--- src/rtl/note_recorder.sv ---
// note_recorder: slot-based note capture into a DEPTH-entry packed buffer, with one-shot/loop takes
module note_recorder #(
    parameter int NOTE_WIDTH   = 6,
    parameter int DEPTH        = 160,
    parameter int IDX_WIDTH    = 8,
    parameter int PERIOD_WIDTH = 26,
    parameter int REST_NOTE    = 0,
    parameter int HOLD_LAST    = 1
) (
    input  logic                        clk_in,
    input  logic                        rst_in,
    input  logic                        record_in,
    input  logic                        loop_in,
    input  logic [PERIOD_WIDTH-1:0]     period_in,
    input  logic [NOTE_WIDTH-1:0]       note_in,
    input  logic                        note_valid_in,
    output logic [DEPTH*NOTE_WIDTH-1:0] notes_out,
    output logic [IDX_WIDTH-1:0]        write_index_out,
    output logic                        recording_out,
    output logic                        full_out,
    output logic                        wrapped_out,
    output logic                        slot_strobe_out
);
    typedef enum logic [1:0] {IDLE, RECORD, DONE} state_t;
    localparam logic [NOTE_WIDTH-1:0] REST = NOTE_WIDTH'(REST_NOTE);
    localparam logic [IDX_WIDTH-1:0] IDX_LAST = IDX_WIDTH'(DEPTH - 1);
    state_t state_q, state_d;
    logic [DEPTH*NOTE_WIDTH-1:0] notes_q, notes_d;
    logic [IDX_WIDTH-1:0] idx_q, idx_d;
    logic [PERIOD_WIDTH-1:0] cnt_q, cnt_d, period_q, period_d;
    logic [NOTE_WIDTH-1:0] cap_q, cap_d, wr_note;
    logic seen_q, seen_d, wrapped_q, wrapped_d, strobe_q, strobe_d, slot_end;

    always_comb begin
        state_d   = state_q;
        notes_d   = notes_q;
        idx_d     = idx_q;
        cnt_d     = cnt_q;
        period_d  = period_q;
        cap_d     = cap_q;
        seen_d    = seen_q;
        wrapped_d = wrapped_q;
        strobe_d  = 1'b0;
        slot_end  = cnt_q == period_q - PERIOD_WIDTH'(1);
        wr_note   = note_valid_in ? note_in : (seen_q || HOLD_LAST != 0) ? cap_q : REST;
        case (state_q)
            IDLE: begin
                if (record_in) begin
                    state_d   = RECORD;
                    notes_d   = {DEPTH{REST}};
                    idx_d     = '0;
                    cnt_d     = '0;
                    wrapped_d = 1'b0;
                    seen_d    = 1'b0;
                    cap_d     = REST;
                    period_d  = (period_in == '0) ? PERIOD_WIDTH'(1) : period_in;
                end
            end
            RECORD: begin
                if (!record_in) begin
                    state_d = IDLE;
                    idx_d   = '0;
                    cnt_d   = '0;
                end else begin
                    cnt_d = cnt_q + PERIOD_WIDTH'(1);
                    if (note_valid_in) begin
                        cap_d  = note_in;
                        seen_d = 1'b1;
                    end
                    // A note on the slot-end cycle belongs to the ending slot only
                    if (slot_end) begin
                        notes_d[int'(idx_q)*NOTE_WIDTH +: NOTE_WIDTH] = wr_note;
                        strobe_d = 1'b1;
                        cnt_d    = '0;
                        seen_d   = 1'b0;
                        if (idx_q != IDX_LAST) begin
                            idx_d = idx_q + IDX_WIDTH'(1);
                        end else if (loop_in) begin
                            idx_d     = '0;
                            wrapped_d = 1'b1;
                        end else begin
                            state_d = DONE;
                        end
                    end
                end
            end
            DONE: state_d = record_in ? DONE : IDLE;
            default: state_d = IDLE;
        endcase
    end

    always_ff @(posedge clk_in) begin
        if (rst_in) begin
            state_q   <= IDLE;
            notes_q   <= {DEPTH{REST}};
            idx_q     <= '0;
            cnt_q     <= '0;
            period_q  <= '0;
            cap_q     <= '0;
            seen_q    <= 1'b0;
            wrapped_q <= 1'b0;
            strobe_q  <= 1'b0;
        end else begin
            state_q   <= state_d;
            notes_q   <= notes_d;
            idx_q     <= idx_d;
            cnt_q     <= cnt_d;
            period_q  <= period_d;
            cap_q     <= cap_d;
            seen_q    <= seen_d;
            wrapped_q <= wrapped_d;
            strobe_q  <= strobe_d;
        end
    end

    assign notes_out       = notes_q;
    assign write_index_out = idx_q;
    assign recording_out   = state_q == RECORD;
    assign full_out        = state_q == DONE;
    assign wrapped_out     = wrapped_q;
    assign slot_strobe_out = strobe_q;
endmodule

--- config.mk ---
export PLATFORM = sky130hd
export DESIGN_NAME = note_recorder
export DESIGN_NICKNAME = d
export VERILOG_FILES = /design/src/rtl/note_recorder.sv
export SDC_FILE = /design/constraint.sdc
export NUM_CORES = 2
export LEC_CHECK = 0
export CORE_AREA = 2 2 388 390
export CTS_CLUSTER_DIAMETER = 120
export DETAILED_ROUTE_END_ITERATION = 16
export DIE_AREA = 0 0 390 392
export MAX_ROUTING_LAYER = met4
export PLACE_DENSITY = 0.54
export SYNTH_ARGS = -nofsm -noshare
export SYNTH_HDL_FRONTEND = slang
export SYNTH_SLANG_ARGS = --single-unit
--- constraint.sdc ---
create_clock -name clk_in -period 5.1 [get_ports clk_in]
set_input_delay 0.51 -clock clk_in [delete_from_list [all_inputs] [get_ports clk_in]]
set_output_delay 0.51 -clock clk_in [all_outputs]
set_load 0.03 [all_outputs]
==> qor.csv <==
metric,value,unit
Port Buffers,1008,
Setup CP Type,reg2reg,
CP Cell Sequence,ha_1 > or2_2 > a211o_1 > a211o_1 > a211oi_2 > and2_1 > a21boi_0 > ha_1 > inv_1 > or3_1 > a2111oi_2 > buf_4 > nand2_4 > buf_4 > nor3_1 > nand3_1 > o21ai_0,
clock sink total,1030,
"slowest stage cell, crit path",dfxtp_1,
largest net degree at the start of global routing,209,
Clock Tree Root,clkbuf_16,
total power,21.0,mW
YS warnings,0,
post-synth top area cell,dfxtp_1,
Die Ht,392,um
Post-Syn Area,43500,um^2
WHS,0.380,ns
min-delay src,period_in[4],
Hold Path Sink,period_q[4],
HPWL after DPL,197000,um
fin crit period,4.80,ns
first-pass GRT wire length,349000,um
layout cells sized above 1,9.84,%
most common cell in the synthesized netlist,nand2_1,
clock transition at the registers of the reported paths,0.06,ns
register bit total from synthesis,1030,
Max Freq,209,MHz
Final Hold Fails,0,
relative slew slack,15.4,%
"Primary FF master, synth",dfxtp_1,
Final period util,94.0,%
Starting Density,29.2,%
Final Instance Count excl. Fillers,8404,
CTS H-tree lvls,3,
Post-synth top cells,"1235 x nand2_1, 1030 x dfxtp_1, 610 x nand3_1",
Max-Cap Viols,0,
Cells after Synth,5295,
Worst R2R Path Depth,17,
worst r2r dst,notes_out[373],
Final Routed Wirelength,258000,um
RSZ-0062 raised after global routing,no,
initial antenna violation count,10,
Fin Clk Skew,0.0670,ns
setup TNS,0,ns
"Distinct cells, synth",72,
placed cell areas,57600,um^2
DRC Markers,0,
post-route ant nets,0,
Row Count,142,
vias in the first global route,42700,
core area,149000,um^2
WHS Path Cells,3,
CTS Buf Count,115,
Synth top area share,47.4,%
number of synthesized flops with an enable pin,0,
Power Dens Cells,340,nW/um^2
Hold Crit Class,in2reg,
GP Congestion,0.976,
# nets final,6412,
number of vias per cell,5.43,
CP arrival,5.50,ns
Leak Pwr,20.3,nW
Die X,390,um
worst reg2reg setup slack,0.30,ns
CP Data Required Time,5.80,ns
Final Instance Area,61700,um^2
Slew @ Worst Pin,1.27,ns
drt pass-1 iters,6,
CTS max path bufs,3,
die footprint,153000,um^2
Layout area overhead,41.8,%
total gr overflow,0,
final setup vio count,0,
post-placement cell count,8183,
number of I/O pins,1009,
Clock Latency Late Sink,0.78,ns
Vias,45600,
TritonCTS clock tree,done,
Reg2Reg Launch Point,write_index_out[1],
Synth area leaders,"dfxtp_1 47%, nand2_1 11%, mux2i_1 10%",
Startpoint Class,register,
Post-Synthesis Net Count,5351,
ys async rst share,0,%
"Seq/Total Area, Yosys",47.4,%
Iter 0 DRT Violations,4460,
Worst Setup End Kind,register,
mean post-synth cell area,8.22,um^2
status,"finished, final reports clean",
DR WL/cell,30.8,um
worst-path fanout max,21,
crit-path max cell delay,0.45,ns
GRT Total Usage,33.3,%
maximum vdd drop,0.000293,V
fin. max-slew vios,0,
final cells by class:
cell class,instances,area [um^2]
Fill cell,14900,87200
Multi-Input combinational cell,3887,21900
Sequential cell,1030,20600
Timing Repair Buffer,1294,12600
Clock buffer,173,3460
Tap cell,1944,2430
Clock inverter,41,577
Inverter,28,105
Antenna cell,7,17.5
registers in the layout (all words and copies together), names as in the netlist:
register,flops
wrapped_out,1
period_q,26
cnt_q,26
cap_q,6
state_q,2
notes_out,960
write_index_out,8
slot_strobe_out,1
layer usage:
layer	routed length [um]	GRT usage (%)
met5	0	-
met4	13200	15.0
met3	22800	7.69
met2	118000	52.4
met1	105000	40.6
power breakdown:
group          internal, mW  switching (mW)  total [mW]
sequential             8.07          0.0483        8.12
combinational         0.847            3.16        4.01
clock                  5.15            3.69        8.84
stage by stage:
stage	utilization (%)	setup WS, ns
4_1_cts	41.4	0.178
6_report	41.5	0.304
3_5_place_dp	38.7	0.160
2_1_floorplan	-	0.283
3_3_place_gp	38.7	0.184
5_1_grt	41.5	0.00737
cells by family (layout without fill, tap and decap cells):
kind of cell | Yosys count | after routing | synth area share [%]
compound gates | 769 | 769 | 10.4
simple gates | 2566 | 2566 | 26.2
buf+inv | 378 | 1536 | 3.35
mux | 461 | 461 | 10.6
other cells | 0 | 7 | 0
fa+ha+maj | 19 | 19 | 0.546
xor+xnor | 72 | 72 | 1.45
flops | 1030 | 1030 | 47.4
worst max path at each step:
stage | start | to | slack [ns] | depth (start not counted)
4_1_cts | write_index_out[1] | notes_out[330] | 0.18 | 17
3_3_place_gp | write_index_out[1] | notes_out[390] | 0.18 | 17
5_1_grt | write_index_out[1] | notes_out[407] | 0.007 | 17
2_1_floorplan | write_index_out[1] | notes_out[428] | 0.28 | 17
6_report | write_index_out[1] | notes_out[373] | 0.30 | 17
3_5_place_dp | write_index_out[1] | notes_out[326] | 0.16 | 17
critical path: cells and delay by family (launching register included):
family	cells	cell delay, ns
compound gates	6	1.60
fa+ha+maj	2	0.55
buf+inv	3	0.61
flops	1	0.45
simple gates	6	1.52
cells in the final DEF (no fill, tap or decap), types with 10 or more instances in the layout:
cell	instances
a211oi_1	10
a21oi_1	70
and3_1	18
buf_12	31
buf_4	255
clkbuf_1	23
clkbuf_16	116
clkbuf_8	34
clkdlybuf4s50_1	1007
clkinv_2	20
dfxtp_1	1030
ha_1	19
inv_1	27
mux2i_1	456
nand2_1	1229
nand2b_1	21
nand3_1	609
nand4_1	87
nor2_1	280
nor2_2	50
nor2_4	18
nor3_1	75
nor3_2	38
nor4_1	27
nor4_2	10
o211ai_1	54
o21ai_0	440
o22ai_1	22
o31ai_1	66
or2_2	11
or3_1	27
or4_1	10
xnor2_1	37
xor2_1	35
repair_timing:
item	CTS	global route
endpoints found under the setup margin	0	130
setup buffers	0	0
gates resized for setup	0	7
hold buffers	0	0
Note: power is estimated with default switching activity, not from simulation.
